**src/rtl/alu_pkg.sv**
```systemverilog
// Shared ALU sequencer definitions: FSM state encoding and default slice width.
package alu_pkg;

    typedef enum logic [1:0] {
        ST_IDLE = 2'd0,
        ST_RUN  = 2'd1,
        ST_DONE = 2'd2
    } alu_state_e;

    localparam int ALU_SLICE_W = 3;

endpackage

```
**src/rtl/add_ripple.sv**
```systemverilog
// Combinational W-bit ripple-carry slice adder.
module add_ripple #(
    parameter int W = 3
) (
    input  logic [W-1:0] a,
    input  logic [W-1:0] b,
    input  logic         c_in,
    output logic [W-1:0] s,
    output logic         c_out
);

    logic [W:0] c;

    assign c[0] = c_in;

    for (genvar i = 0; i < W; i++) begin : g_bit
        assign s[i]   = a[i] ^ b[i] ^ c[i];
        assign c[i+1] = (a[i] & b[i]) | (c[i] & (a[i] ^ b[i]));
    end

    assign c_out = c[W];

endmodule

```
**src/rtl/add_chain_seq.sv**
```systemverilog
// Multi-cycle wide adder: walks one add_ripple slice per cycle, LSB first,
// carrying between slices through carry_reg.
module add_chain_seq
    import alu_pkg::*;
#(
    parameter int SLICE_W    = ALU_SLICE_W,
    parameter int NUM_SLICES = 4,
    localparam int W         = SLICE_W * NUM_SLICES
) (
    input  logic         clk,
    input  logic         rst,
    input  logic         start,
    input  logic [W-1:0] a,
    input  logic [W-1:0] b,
    input  logic         c_in,
    output logic         busy,
    output logic         done,
    output logic [W-1:0] sum,
    output logic         c_out,
    output logic         ovf
);

    localparam int IDX_W = (NUM_SLICES > 1) ? $clog2(NUM_SLICES) : 1;
    localparam logic [IDX_W-1:0] LAST_IDX = IDX_W'(NUM_SLICES - 1);

    alu_state_e         state;
    logic [IDX_W-1:0]   idx;
    logic [W-1:0]       a_reg;
    logic [W-1:0]       b_reg;
    logic [W-1:0]       work_reg;
    logic               carry_reg;

    logic [SLICE_W-1:0] sl_a;
    logic [SLICE_W-1:0] sl_b;
    logic [SLICE_W-1:0] sl_s;
    logic               sl_c;
    logic [W-1:0]       work_next;
    logic               ovf_next;

    // Constant-offset slice mux keeps the part-selects static.
    always_comb begin
        sl_a = '0;
        sl_b = '0;
        for (int i = 0; i < NUM_SLICES; i++) begin
            if (idx == IDX_W'(i)) begin
                sl_a = a_reg[i*SLICE_W +: SLICE_W];
                sl_b = b_reg[i*SLICE_W +: SLICE_W];
            end
        end
    end

    add_ripple #(.W(SLICE_W)) u_slice (
        .a     (sl_a),
        .b     (sl_b),
        .c_in  (carry_reg),
        .s     (sl_s),
        .c_out (sl_c)
    );

    always_comb begin
        work_next = work_reg;
        for (int i = 0; i < NUM_SLICES; i++) begin
            if (idx == IDX_W'(i)) begin
                work_next[i*SLICE_W +: SLICE_W] = sl_s;
            end
        end
        ovf_next = (a_reg[W-1] == b_reg[W-1]) && (work_next[W-1] != a_reg[W-1]);
    end

    always_ff @(posedge clk) begin
        if (rst) begin
            state     <= ST_IDLE;
            idx       <= '0;
            a_reg     <= '0;
            b_reg     <= '0;
            work_reg  <= '0;
            carry_reg <= 1'b0;
            busy      <= 1'b0;
            done      <= 1'b0;
            sum       <= '0;
            c_out     <= 1'b0;
            ovf       <= 1'b0;
        end else begin
            case (state)
                ST_IDLE: begin
                    done <= 1'b0;
                    if (start) begin
                        a_reg     <= a;
                        b_reg     <= b;
                        carry_reg <= c_in;
                        idx       <= '0;
                        busy      <= 1'b1;
                        state     <= ST_RUN;
                    end
                end
                ST_RUN: begin
                    work_reg  <= work_next;
                    carry_reg <= sl_c;
                    if (idx == LAST_IDX) begin
                        sum   <= work_next;
                        c_out <= sl_c;
                        ovf   <= ovf_next;
                        busy  <= 1'b0;
                        done  <= 1'b1;
                        state <= ST_DONE;
                    end else begin
                        idx <= idx + 1'b1;
                    end
                end
                ST_DONE: begin
                    done  <= 1'b0;
                    state <= ST_IDLE;
                end
                default: begin
                    busy  <= 1'b0;
                    done  <= 1'b0;
                    state <= ST_IDLE;
                end
            endcase
        end
    end

endmodule

```
**config.mk**
```make
export PLATFORM = sky130hd
export DESIGN_NAME = add_chain_seq
export DESIGN_NICKNAME = d
export VERILOG_FILES = /design/src/rtl/alu_pkg.sv /design/src/rtl/add_ripple.sv /design/src/rtl/add_chain_seq.sv
export SDC_FILE = /design/constraint.sdc
export NUM_CORES = 1
export LEC_CHECK = 0
export ABC_AREA = 0
export CAP_MARGIN = 20
export CORE_MARGIN = 1.5
export CORE_UTILIZATION = 23
export CTS_BUF_LIST = sky130_fd_sc_hd__clkbuf_8 sky130_fd_sc_hd__clkbuf_16
export CTS_CLUSTER_SIZE = 8
export DETAILED_ROUTE_END_ITERATION = 10
export SYNTH_ARGS = -nofsm -noshare
export SYNTH_HDL_FRONTEND = slang
export SYNTH_SLANG_ARGS = --single-unit
```
**constraint.sdc**
```tcl
create_clock -name clk -period 4.9 [get_ports clk]
set_input_delay 0.49 -clock clk [delete_from_list [all_inputs] [get_ports clk]]
set_output_delay 0.49 -clock clk [all_outputs]
set_load 0.01 [all_outputs]
```
**Word-level counts from Yosys, hierarchy flattened**

Cells that the tools add are included.

- Bits in registers: 57
- Latch bits: 0
- Memory bits (writable): 0
- Memory bits (read-only): 0
- Bits of input ports: 28
- Output and inout port bits: 16
- Logic and storage cells: 73
- Memories kept: 0

- Add/sub/neg operators: 1
- $mul: 0
- Div/mod/pow operators: 0
- Magnitude comparators: 0
- Eq/ne operators: 10
- Shift operators: 0
- Muxes and demuxes: 23
- Bitwise logic cells: 17
- Reductions and logical operators: 11

Operators with widths:

| kind | number |
|---|---|
| $mux 3 | 12 |
| $mux 2 | 4 |
| $pmux 2 s2 | 2 |
| $reduce_and 2->1 | 4 |
| $and 1x1->1 | 6 |
| $eq 2x2->1 const B | 3 |
| $ne 2x2->1 const B | 3 |
| $reduce_and 3->1 | 2 |
| $xor 1x1->1 | 6 |
| $eq 2x1->1 const B | 2 |
| $logic_not 2->1 | 2 |
| $mux 1 | 3 |
| $or 1x1->1 | 3 |
| $pmux 1 s3 | 1 |
| $add 2x1->2 const B | 1 |
| $not 1->1 | 2 |
| $pmux 1 s2 | 1 |
| $reduce_bool 2->1 | 1 |
| $reduce_or 2->1 | 1 |
| $eq 1x1->1 | 1 |
| $logic_and 1x1->1 | 1 |
| $ne 1x1->1 | 1 |

**Logic depth before layout (Yosys ltp)**

- Depth after elaboration: 14
- Depth in mapped cells: 16
- Mapped depth without buffers: 13

**Modules after synthesis**

From an unflattened synthesis, not the netlist that was laid out.

- Cell total of the unflattened synthesis: 296
- Area total of the unflattened synthesis: 2426.1 µm²

Modules (own cells, without submodules):

| module | instances | cells each | area each (µm²) | sequential area each (µm²) |
|---|---|---|---|---|
| add_chain_seq | 1 | 283 | 2328.5 | 1081.0 |
| add_ripple | 1 | 13 | 97.6 | 0.0 |

**Worst setup path before layout**

Ideal clock, no wire load.

- Path type: register -> register
- From: reg idx[0]
- To: reg ovf
- Setup time: 0.091 ns
- Data arrival time: 3.122 ns
- Data required time: 4.809 ns
- Slack: 1.687 ns
- Cell stages (with the launch flop): 16
- Buffers on the path: 3
- Period minus slack after synthesis: 3.213 ns
- Cells stage by stage: dfxtp_1 -> inv_1 -> ha_1 -> buf_2 -> buf_1 -> a21oi_1 -> o21ai_0 -> a22oi_1 -> fa_1 -> inv_1 -> fa_1 -> inv_1 -> fa_1 -> buf_1 -> or3_1 -> a311oi_1

- Word-level cells in the longest chain between the ends: 14
- Elaborated cells between the ends (all ways): 26
- Classes of those cells: 4 x eq/ne; 9 x mux; 10 x bitwise; 3 x reduce/logical

RTL lines:

| element | line | text |
|---|---|---|
| start, declared | add_chain_seq.sv:27 | `logic [IDX_W-1:0] idx;` |
| start signal, assigned | add_chain_seq.sv:107 | `idx <= idx + 1'b1;` |
| $logic_not 2->1 | add_chain_seq.sv:45 | `if (idx == IDX_W'(i)) begin` |
| $mux 3 (4 in a row) | add_chain_seq.sv:45 |  |
| $xor 1x1->1 | add_ripple.sv:18 | `assign c[i+1] = (a[i] & b[i]) \| (c[i] & (a[i] ^ b[i]));` |
| $and 1x1->1 | add_ripple.sv:18 |  |
| $or 1x1->1 | add_ripple.sv:18 |  |
| $and 1x1->1 | add_ripple.sv:18 |  |
| $or 1x1->1 | add_ripple.sv:18 |  |
| $xor 1x1->1 | add_ripple.sv:17 | `assign s[i] = a[i] ^ b[i] ^ c[i];` |
| $mux 3 | add_chain_seq.sv:63 | `if (idx == IDX_W'(i)) begin` |
| $ne 1x1->1 | add_chain_seq.sv:67 | `ovf_next = (a_reg[W-1] == b_reg[W-1]) && (work_next[W-1] != a_reg[W-1]);` |
| $logic_and 1x1->1 | add_chain_seq.sv:67 |  |
| end signal, assigned | add_chain_seq.sv:102 | `ovf <= ovf_next;` |
| end, declared | add_chain_seq.sv:20 | `output logic ovf` |

Several ways; a longest one is shown, not always the timed one.
A chain may end at the register's enable or synchronous reset.

**Final worst setup path**

Ends and elaborated chain as after synthesis.

==> out/metrics.cfg <==
[outcome]
status = complete, no violations

[synthesis]
synth_top_area_share_pct = 44.8
seq_area_frac_synth_pct = 44.8
synth_common_cells = nand2_1, dfxtp_1, a21oi_1, nor2_1
yosysUniqueCellTypes = 35
syn_area_sq_um = 2410
synth-edff-count = 0
async_flop_share_pct = 0
ys.flop_type = dfxtp_1
synth-seq-cells = 54
syn_nets = 326
syn_area_per_cell_sq_um = 8.29
synth_area_leaders = dfxtp_1, nand2_1, a21oi_1, a211oi_1, nor2_1
yosys_warnings = 0
synth_top_area_cell = dfxtp_1
yosysMostFrequentCell = nand2_1
syn_inst = 291

[run]
maxCapViolCount = 0

[clock_network]
cts_setup_buffers = 0
root_buffer = clkbuf_8
clk_latency_ns = 0.31
htreeDepth = 2
tritoncts = yes
cts_inserted_buffers = 5
hold_buffers = 0
cts.sink_count = 54
clkTransAtPathRegs_ns = 0.10
cts_buffer_depth = 2
post_cts_resized = 0

[die]
coreArea_sq_um = 10200
ios = 44
row_count = 37
die_x_um = 105
initial_core_util_pct = 23.6
die_h_um = 105
die_area_sq_um = 11100

[finish]
fin_util_pct = 28.9
seq_area_sq_um = 1080
stdcell_count = 451
fillers = 1123
multi_input_area_sq_um = 1140
n_antenna_cell = 0
num-nets-final = 349
drive_gt1_share_pct = 4.13
area_delta_synth_final_pct = 22.5

[place]
routabilityCongestion = 0.735
port_buffers = 43
preCtsSetupSlack_ns = 1.52
place_hpwl_mm = 3.88
dp.cells = 443

[drt]
first_pass_iters = 4
viasPerCell = 4.24
drt-total-wl_mm = 5.40
wl_per_cell_um = 12.0
drtAntennaViolNets = 0
initialDrtViolationCount = 59
drc = 0
num_vias = 1914

[worst_setup_path]
rr_startpoint = idx[0]$_SDFFE_PP0P_
end_kind = flop
path_class = reg -> reg
reg2regPathDepth = 12
crit_arrival_ns = 3.63
crit_required_ns = 5.12
critPathLaunchType = flop
worst-r2r-setup-slack_ns = 1.49
crit_fanout = 18
r2r-end = ovf$_SDFFE_PP0P_

[min_path]
min_path_type = reg -> reg
worstHoldStart = sum[0]$_SDFFE_PP0P_
hold_depth = 2
hold_end = sum[0]$_SDFFE_PP0P_

[timing]
tns_ns = 0
finalMaxSlewViolations = 0
fmax_ghz = 0.293
rsz0062_at_grt = no
period_share_pct = 69.6
fin_crit_ns = 3.41
setup_slack_ns = 1.49
skew_ns = 0.0145
max_slew_margin_pct = 33.6
hold_viol = 0
setup_violations = 0
tightest_slew_ns = 0.997

[pwr]
cellLeakagePower_nw = 1.01
power.density_nw_per_um2 = 296
power.total_mw = 0.874
vdd_drop_max_v = 0.000119

[global_routing]
grt_pass1_wl_mm = 8.88
grt_usage_pct = 9.79
grt_overflow = 0
grt_pass1_vias = 1840
antenna_found_initial = 0
grt_max_degree = 56

placed cells by master (no fill, tap or decap), types with 3 or more instances in the layout:
master           instances
a211oi_1                10
a21oi_1                 47
a22oi_1                  4
and3b_1                  4
clkbuf_8                 6
clkdlybuf4s50_1         42
dfxtp_1                 54
fa_1                     3
ha_1                     4
inv_1                   11
mux2i_1                  6
nand2_1                 68
nand2b_1                 3
nor2_1                  17
o211ai_1                 6
o21ai_0                  7
per-layer routing:
| metal | vias to the layer above | global-route usage [%] | routed length (um) |
|---|---|---|---|
| li1 | 1018 | - | - |
| met1 | 858 | 12.5 | 2640 |
| met2 | 33 | 16.7 | 2530 |
| met3 | 5 | 2.23 | 196 |
| met4 | 0 | 2.35 | 30 |
| met5 | - | 0 | 0 |
per-stage QoR:
step / hold slack (ns) / cell area [sq um]
after CTS: 0.460 / 2950
after detailed placement: 0.446 / 2860
after global routing: 0.477 / 2950
after floorplan: 0.436 / 2410
final: 0.457 / 2950
after global placement: 0.444 / 2860
worst max-delay path, stage by stage, from the launching register on:
cell	delay (ns)
dfxtp_1	0.43
inv_1	0.10
ha_1	0.42
a21oi_1	0.19
o21ai_0	0.11
a22oi_1	0.24
fa_1	0.22
inv_1	0.05
fa_1	0.35
inv_1	0.08
fa_1	0.53
or3_1	0.35
a311oi_1	0.26
area by class of cell:
| type | instances | area share, % |
|---|---|---|
| Clock buffer | 6 | 2.80 |
| Sequential cell | 54 | 36.6 |
| Clock inverter | 2 | 0.551 |
| Inverter | 11 | 1.40 |
| Tap cell | 136 | 5.76 |
| Timing Repair Buffer | 43 | 14.4 |
| Multi-Input combinational cell | 199 | 38.5 |
power breakdown:
part           switching, mW  leakage [nW]  total, mW  internal, mW
sequential            0.0137         0.440      0.472         0.458
clock                  0.152        0.0478      0.269         0.117
combinational         0.0747         0.521      0.134        0.0589
total                  0.240          1.01      0.874         0.634
cell families after synthesis:
group,count (synthesis),share of synthesized area [%]
mux,6,2.49
simple gates,103,19.4
compound gates,83,20.8
fa+ha+maj,7,4.57
flops,54,44.8
buf+inv,38,7.99
worst max-delay path by stage:
| stage | from | endpoint | slack [ns] | depth (start not counted) |
|---|---|---|---|---|
| 2_1_floorplan | idx[0]$_SDFFE_PP0P_ | ovf$_SDFFE_PP0P_ | 1.69 | 15 |
| 3_3_place_gp | idx[0]$_SDFFE_PP0P_ | ovf$_SDFFE_PP0P_ | 1.68 | 12 |
| 3_5_place_dp | idx[0]$_SDFFE_PP0P_ | ovf$_SDFFE_PP0P_ | 1.52 | 12 |
| 4_1_cts | idx[0]$_SDFFE_PP0P_ | ovf$_SDFFE_PP0P_ | 1.49 | 12 |
| 5_1_grt | idx[0]$_SDFFE_PP0P_ | ovf$_SDFFE_PP0P_ | 1.31 | 12 |
| 6_report | idx[0]$_SDFFE_PP0P_ | ovf$_SDFFE_PP0P_ | 1.49 | 12 |
No activity file was read; power rests on OpenSTA's default activity.
